--- src/rtl/dmem_pkg.sv ---
// Shared types and sizes for the data-memory store buffer.
// Optional forwarding is selected by DMEM_WBUF_RAW_FWD_EN (see dmem_wbuf).
package dmem_pkg;

    localparam int unsigned WBUF_DEPTH = 4;
    localparam int unsigned RAM_WORDS  = 64;
    localparam int unsigned WORD_ADR_W = 6;
    localparam int unsigned DATA_W     = 32;
    localparam int unsigned BE_W       = DATA_W / 8;
    localparam int unsigned PTR_W      = $clog2(WBUF_DEPTH);
    localparam int unsigned CNT_W      = PTR_W + 1;

    typedef struct packed {
        logic [WORD_ADR_W-1:0] adr;
        logic [DATA_W-1:0]     data;
        logic [BE_W-1:0]       byteEn;
    } wbufEntry_t;

endpackage

--- src/rtl/dmem_wbuf_if.sv ---
// M-stage memory request/response bundle between pipeline and dmem_wbuf.
interface dmem_wbuf_if;
    import dmem_pkg::*;

    logic              memwrite;
    logic              memread;
    logic [31:0]       dataadr;
    logic [DATA_W-1:0] writedata;
    logic [BE_W-1:0]   byte_en;
    logic [DATA_W-1:0] readdata;
    logic              mem_stall;
    logic [CNT_W-1:0]  wbuf_count;
    logic              wbuf_empty;

    modport master (
        output memwrite, memread, dataadr, writedata, byte_en,
        input  readdata, mem_stall, wbuf_count, wbuf_empty
    );

    modport slave (
        input  memwrite, memread, dataadr, writedata, byte_en,
        output readdata, mem_stall, wbuf_count, wbuf_empty
    );

endinterface

--- src/rtl/dmem_wbuf_fifo.sv ---
// In-order store buffer: entry storage, wrapping pointers and occupancy count.
// Exposes all slots ordered oldest-first so the parent can match/merge loads.
module dmem_wbuf_fifo
    import dmem_pkg::*;
(
    input  logic                              clk,
    input  logic                              rst,
    input  logic                              push,
    input  wbufEntry_t                        pushEntry,
    input  logic                              pop,
    output wbufEntry_t                        popEntry,
    output logic [CNT_W-1:0]                  count,
    output wbufEntry_t [WBUF_DEPTH-1:0]       ageEntry,
    output logic [WBUF_DEPTH-1:0]             ageValid
);

    wbufEntry_t [WBUF_DEPTH-1:0] slots;
    logic [PTR_W-1:0]            wrPtr;
    logic [PTR_W-1:0]            rdPtr;

    // Pointers wrap naturally at PTR_W bits; count tracks net push/pop.
    always_ff @(posedge clk or posedge rst) begin
        if (rst) begin
            slots <= '0;
            wrPtr <= '0;
            rdPtr <= '0;
            count <= '0;
        end else begin
            if (push) begin
                slots[wrPtr] <= pushEntry;
                wrPtr        <= wrPtr + PTR_W'(1);
            end
            if (pop) begin
                rdPtr <= rdPtr + PTR_W'(1);
            end
            case ({push, pop})
                2'b10:   count <= count + CNT_W'(1);
                2'b01:   count <= count - CNT_W'(1);
                default: count <= count;
            endcase
        end
    end

    assign popEntry = slots[rdPtr];

    always_comb begin
        ageEntry = '0;
        ageValid = '0;
        for (int i = 0; i < int'(WBUF_DEPTH); i++) begin
            ageEntry[i] = slots[rdPtr + PTR_W'(i)];
            ageValid[i] = CNT_W'(i) < count;
        end
    end

endmodule

--- src/rtl/dmem_wbuf.sv ---
// Data memory (64 words) fronted by a 4-entry store buffer that drains on idle/stalled cycles.
// DMEM_WBUF_RAW_FWD_EN: forward buffered bytes to loads; otherwise stall loads that hit the buffer.
module dmem_wbuf
    import dmem_pkg::*;
(
    input  logic        clk,
    input  logic        rst,
    dmem_wbuf_if.slave  bus
);

    logic                        validWrite;
    logic                        validRead;
    logic                        isIdle;
    logic                        writeStall;
    logic                        readStall;
    logic                        memStall;
    logic                        doDrain;
    logic                        doEnq;
    logic [WORD_ADR_W-1:0]       reqAdr;
    logic                        unusedAdrBits;
    wbufEntry_t                  enqEntry;
    wbufEntry_t                  drainEntry;
    wbufEntry_t [WBUF_DEPTH-1:0] ageEntry;
    logic [WBUF_DEPTH-1:0]       ageValid;
    logic [WBUF_DEPTH-1:0]       hit;
    logic [CNT_W-1:0]            count;
    logic [DATA_W-1:0]           ram [RAM_WORDS];
    logic [DATA_W-1:0]           ramWord;
    logic [DATA_W-1:0]           loadData;

    // Simultaneous read and write is illegal and behaves as an idle cycle.
    assign validWrite    = bus.memwrite & ~bus.memread;
    assign validRead     = bus.memread & ~bus.memwrite;
    assign isIdle        = ~validWrite & ~validRead;
    assign reqAdr        = bus.dataadr[WORD_ADR_W+1:2];
    assign unusedAdrBits = ^{bus.dataadr[31:WORD_ADR_W+2], bus.dataadr[1:0]};
    assign enqEntry      = '{adr: reqAdr, data: bus.writedata, byteEn: bus.byte_en};

    dmem_wbuf_fifo u_fifo (
        .clk       (clk),
        .rst       (rst),
        .push      (doEnq),
        .pushEntry (enqEntry),
        .pop       (doDrain),
        .popEntry  (drainEntry),
        .count     (count),
        .ageEntry  (ageEntry),
        .ageValid  (ageValid)
    );

    always_comb begin
        hit = '0;
        for (int i = 0; i < int'(WBUF_DEPTH); i++) begin
            hit[i] = ageValid[i] && (ageEntry[i].adr == reqAdr);
        end
    end

    assign ramWord = ram[reqAdr];

`ifdef DMEM_WBUF_RAW_FWD_EN
    // Oldest-to-youngest overlay so the youngest matching lane wins.
    always_comb begin
        loadData = ramWord;
        for (int i = 0; i < int'(WBUF_DEPTH); i++) begin
            for (int b = 0; b < int'(BE_W); b++) begin
                if (hit[i] && ageEntry[i].byteEn[b]) begin
                    loadData[8*b +: 8] = ageEntry[i].data[8*b +: 8];
                end
            end
        end
    end
    assign readStall = 1'b0;
`else
    assign loadData  = ramWord;
    assign readStall = validRead & (|hit);
`endif

    assign writeStall = validWrite & (count == CNT_W'(WBUF_DEPTH));
    assign memStall   = writeStall | readStall;
    assign doDrain    = (count != '0) & (isIdle | memStall);
    assign doEnq      = validWrite & ~writeStall;

    // RAM is intentionally not reset; only the drained entry's enabled lanes update.
    always_ff @(posedge clk) begin
        if (doDrain) begin
            for (int b = 0; b < int'(BE_W); b++) begin
                if (drainEntry.byteEn[b]) begin
                    ram[drainEntry.adr][8*b +: 8] <= drainEntry.data[8*b +: 8];
                end
            end
        end
    end

    assign bus.readdata   = (validRead & ~rst) ? loadData : '0;
    assign bus.mem_stall  = memStall & ~rst;
    assign bus.wbuf_count = count;
    assign bus.wbuf_empty = (count == '0);

endmodule

--- src/flat_wrapper.sv ---
// flat-port wrapper written by rule: the top's interface ports become plain ports
module dmem_wbuf_flat import dmem_pkg::*;
  (clk, rst, bus_memwrite, bus_memread, bus_dataadr, bus_writedata, bus_byte_en, bus_readdata, bus_mem_stall, bus_wbuf_count, bus_wbuf_empty);
  dmem_wbuf_if bus_i ();
  input  logic clk;
  input  logic rst;
  input wire logic [$bits(bus_i.memwrite)-1:0] bus_memwrite;
  input wire logic [$bits(bus_i.memread)-1:0] bus_memread;
  input wire logic [$bits(bus_i.dataadr)-1:0] bus_dataadr;
  input wire logic [$bits(bus_i.writedata)-1:0] bus_writedata;
  input wire logic [$bits(bus_i.byte_en)-1:0] bus_byte_en;
  output wire logic [$bits(bus_i.readdata)-1:0] bus_readdata;
  output wire logic [$bits(bus_i.mem_stall)-1:0] bus_mem_stall;
  output wire logic [$bits(bus_i.wbuf_count)-1:0] bus_wbuf_count;
  output wire logic [$bits(bus_i.wbuf_empty)-1:0] bus_wbuf_empty;
  assign bus_i.memwrite = bus_memwrite;
  assign bus_i.memread = bus_memread;
  assign bus_i.dataadr = bus_dataadr;
  assign bus_i.writedata = bus_writedata;
  assign bus_i.byte_en = bus_byte_en;
  assign bus_readdata = bus_i.readdata;
  assign bus_mem_stall = bus_i.mem_stall;
  assign bus_wbuf_count = bus_i.wbuf_count;
  assign bus_wbuf_empty = bus_i.wbuf_empty;
  dmem_wbuf u_core (.clk(clk), .rst(rst), .bus(bus_i));
endmodule
--- config.mk ---
export PLATFORM = sky130hd
export DESIGN_NAME = dmem_wbuf_flat
export DESIGN_NICKNAME = d
export VERILOG_FILES = /design/src/rtl/dmem_pkg.sv /design/src/rtl/dmem_wbuf_if.sv /design/src/rtl/dmem_wbuf_fifo.sv /design/src/rtl/dmem_wbuf.sv /design/src/flat_wrapper.sv
export SDC_FILE = /design/constraint.sdc
export NUM_CORES = 2
export LEC_CHECK = 0
export BUFFER_PORTS_ARGS = -buffer_cell sky130_fd_sc_hd__buf_2
export CAP_MARGIN = 20
export CORE_ASPECT_RATIO = 1.4
export CORE_MARGIN = 2
export CORE_UTILIZATION = 50
export CTS_CLUSTER_DIAMETER = 200
export DETAILED_ROUTE_END_ITERATION = 16
export PLACE_DENSITY_LB_ADDON = 0.05
export SLEW_MARGIN = 30
export SYNTH_ARGS = -nofsm -noshare
export SYNTH_HDL_FRONTEND = slang
export SYNTH_SLANG_ARGS = --single-unit
export TNS_END_PERCENT = 100
--- constraint.sdc ---
create_clock -name clk -period 9.6 [get_ports clk]
set_input_delay 1.92 -clock clk [delete_from_list [all_inputs] [get_ports clk]]
set_output_delay 1.92 -clock clk [all_outputs]
set_load 0.05 [all_outputs]
==> impl_metrics.tcl <==
set metrics [dict create \
    fp.dieArea_um2 179000 \
    post_dp_cell_area_um2 91800 \
    rsz0062_at_grt "false" \
    crit_fanout 47 \
    synth-edff-count 2048 \
    ys_types 40 \
    fin_crit_sh_pct 77.9 \
    clk_pin_slew_worst_paths_ns 0.06 \
    p_total_uw 28500 \
    die_w_um 358 \
    worst_pin_slew_ns 1.14 \
    slowest_stage "a211oi_1" \
    grt_max_degree 98 \
    clkLatencyLatePin_ns 0.84 \
    critPathRequiredTime_ns 7.68 \
    setup-violations-final 0 \
    path_cells "buf_8, buf_16, buf_12, mux4_2, mux4_2, nor2b_1, a211oi_1, a211oi_1, buf_2" \
    power_density_nw_per_um2 290 \
    ys_async_sr_fraction_pct 7.87 \
    cts_resized 0 \
    viasPerCell 6.16 \
    layout-drive-gt1-share_pct 34.1 \
    routed_wl_um 219000 \
    coreArea_um2 174000 \
    synthFlopType "edfxtp_1" \
    maxCapViolations 0 \
    cts_max_path_buffers 3 \
    cts.htree.levels 4 \
    track_usage_pct 24.9 \
    vias 40700 \
    cts_root_buffer "clkbuf_16" \
    ir_drop_mv 0.356 \
    port_buffers 82 \
    worst_hold_slack_ns 0.499 \
    status "completed" \
    dr.pass1.iters 7 \
    synth_nets 3994 \
    max_stage_delay_ns 0.75 \
    fin_setup_tns_ns 0 \
    areaGrowthSynthToFinish_pct 12.1 \
    start_kind "input port" \
    syn_area_um2 87700 \
    leakagePower_uw 0.0314 \
    fp-row-count 181 \
    critPathArrivalTime_ns 5.56 \
    synthCells 3912 \
    drtIter0Drc 4194 \
    stdcell_area_um2 98300 \
    hold_viol 0 \
    place_congestion 0.796 \
    period_minus_slack_ns 7.48 \
    place_hpwl_um 136000 \
    yosys_warnings 0 \
    wl_per_cell_um 33.1 \
    initial_core_util_pct 50.4 \
    hold_buffers 0 \
    ys_ff_latch 2223 \
    first_global_vias 42400 \
    clock.fmax_mhz 134 \
    io_pins 109 \
    die_h_um 500 \
    antenna_left 0 \
    antenna_found_initial 9 \
    cts_made_buffers 207 \
    slew_headroom_pct 23.8 \
    criticalPathCategory "in -> out" \
    grt_pass1_wl_um 312000 \
    drc 0 \
    clkSinkCount 2223 \
    cts_tree "done" \
    slew_violations 0 \
    worst_clock_skew_ns 0.0296 \
    grt-ovfl-total 0 \
    hold_path_class "reg -> reg" \
    final_nets 4225 \
    avgSynthCellArea_um2 22.4 \
    yosysSeqAreaShare_pct 75.1 \
    post_cts_buffers 0 \
    end_kind "output pin" \
]
[sequential cells by signal, summed over array words and instances, names as in the netlist]
name	flops
u_core.ram	2048
u_core.u_fifo.slots	168
u_core.u_fifo.count	3
u_core.u_fifo.rdPtr	2
u_core.u_fifo.wrPtr	2
[synthesized netlist by cell type, types with 4 or more instances]
cell | number | area share [%]
nand2_1 | 86 | 0.37
buf_1 | 78 | 0.33
clkbuf_1 | 105 | 0.45
nor2b_1 | 33 | 0.24
mux2i_1 | 45 | 0.51
inv_1 | 12 | 0.051
or2_1 | 4 | 0.029
mux4_2 | 694 | 18
ha_1 | 10 | 0.14
nor2_1 | 176 | 0.75
edfxtp_1 | 2048 | 70
xnor2_1 | 12 | 0.12
dfrtp_1 | 175 | 5.0
buf_6 | 12 | 0.15
a211oi_1 | 42 | 0.36
buf_2 | 37 | 0.21
xor2_1 | 16 | 0.16
o21ai_0 | 8 | 0.046
nor3_1 | 104 | 0.59
mux2_2 | 180 | 2.3
[where the power goes]
| part | switching, uW | internal [uW] | leakage (uW) | total, uW |
|---|---|---|---|---|
| combinational | 4820 | 1440 | 0.00762 | 6260 |
| sequential | 295 | 14000 | 0.0206 | 14300 |
| clock | 3480 | 4490 | 0.00316 | 7970 |
| total | 8590 | 19900 | 0.0314 | 28500 |
[final timing paths]
| kind | startpoint | endpoint | slack (ns) | cells past startpoint |
|---|---|---|---|---|
| min | u_core.u_fifo.slots[99] | u_core.u_fifo.slots[99] | 0.50 | 1 |
| min in group asynchronous | rst | u_core.u_fifo.slots[62] | 1.23 | 2 |
| max reg2reg | u_core.u_fifo.rdPtr[1] | u_core.ram[37][9] | 4.01 | 11 |
| max in group asynchronous | rst | u_core.u_fifo.slots[118] | 7.16 | 3 |
| max | bus_dataadr[2] | bus_readdata[1] | 2.12 | 9 |
| min reg2reg | u_core.u_fifo.slots[99] | u_core.u_fifo.slots[99] | 0.50 | 1 |
[area by class of cell]
class | instances | area (um2)
clock inverter | 110 | 905
clock buffer | 267 | 5600
multi-input combinational | 1442 | 21000
antenna | 13 | 32.5
tap | 2287 | 2860
sequential | 2223 | 65900
fill | 12800 | 75800
timing repair buffer | 257 | 1970
inverter | 12 | 52.6
[through the flow]
step / cells / setup WS [ns] / utilization [%]
after detailed placement: 6221 / 2.11 / 52.7
after global routing: 6599 / 2.04 / 56.4
after global placement: 6220 / 2.03 / 52.6
final: 6611 / 2.12 / 56.5
after floorplan: 3912 / 0.0682 / -
after CTS: 6598 / 2.09 / 56.4
[worst max-delay path, delay by kind of cell]
kind                   cells  cell delay [ns]
AO/OA/AOI/OAI              2             0.96
AND/OR/NAND/NOR            1             0.16
multiplexers               2             1.07
buffers and inverters      4             1.27
[kinds of logic (layout without fill, tap and decap cells)]
| kind of cell | after synthesis | in the layout | share of synthesized area (%) |
|---|---|---|---|
| mux | 919 | 919 | 20.6 |
| xor+xnor | 28 | 28 | 0.279 |
| flops | 2223 | 2223 | 75.1 |
| simple gates | 416 | 416 | 2.07 |
| buf+inv | 247 | 646 | 1.22 |
| fa+ha+maj | 10 | 10 | 0.143 |
| other cells | 0 | 13 | 0 |
| compound gates | 69 | 69 | 0.568 |
[routing by layer]
layer  wire length (um)  share of wire, %  GRT usage [%]  vias up
met5                 28             0.013              0        -
met4               7670               3.5           8.42        4
met3              14300               6.5           5.37      318
met2             111000                51           41.1     1370
met1              86200                39           33.1    22100
li1                   -                 -              -    16900
[cell usage in the layout, fill, tap and decap left out, drive strengths merged]
cell / synthesis / layout
buf: 130 / 257
o22a: 1 / 1
a21boi: 1 / 1
or3: 2 / 2
a2111o: 1 / 1
nor3: 104 / 104
clkinvlp: 0 / 9
mux2i: 45 / 45
nand3: 1 / 1
or2: 5 / 5
ha: 10 / 10
nor2: 176 / 176
nor2b: 33 / 33
edfxtp: 2048 / 2048
and3: 3 / 3
mux4: 694 / 694
diode: 0 / 13
nand2: 86 / 86
inv: 12 / 16
o21bai: 1 / 1
a21o: 3 / 3
o21ai: 12 / 12
a22o: 1 / 1
clkbuf: 105 / 267
mux2: 180 / 180
a32oi: 3 / 3
dfrtp: 175 / 175
nor4: 3 / 3
a211oi: 42 / 42
xor2: 16 / 16
o2111ai: 1 / 1
a21oi: 2 / 2
bufinv: 0 / 15
nor3b: 2 / 2
xnor2: 12 / 12
clkinv: 0 / 82
or4: 1 / 1
o21a: 1 / 1
No activity file was read; power rests on OpenSTA's default activity.
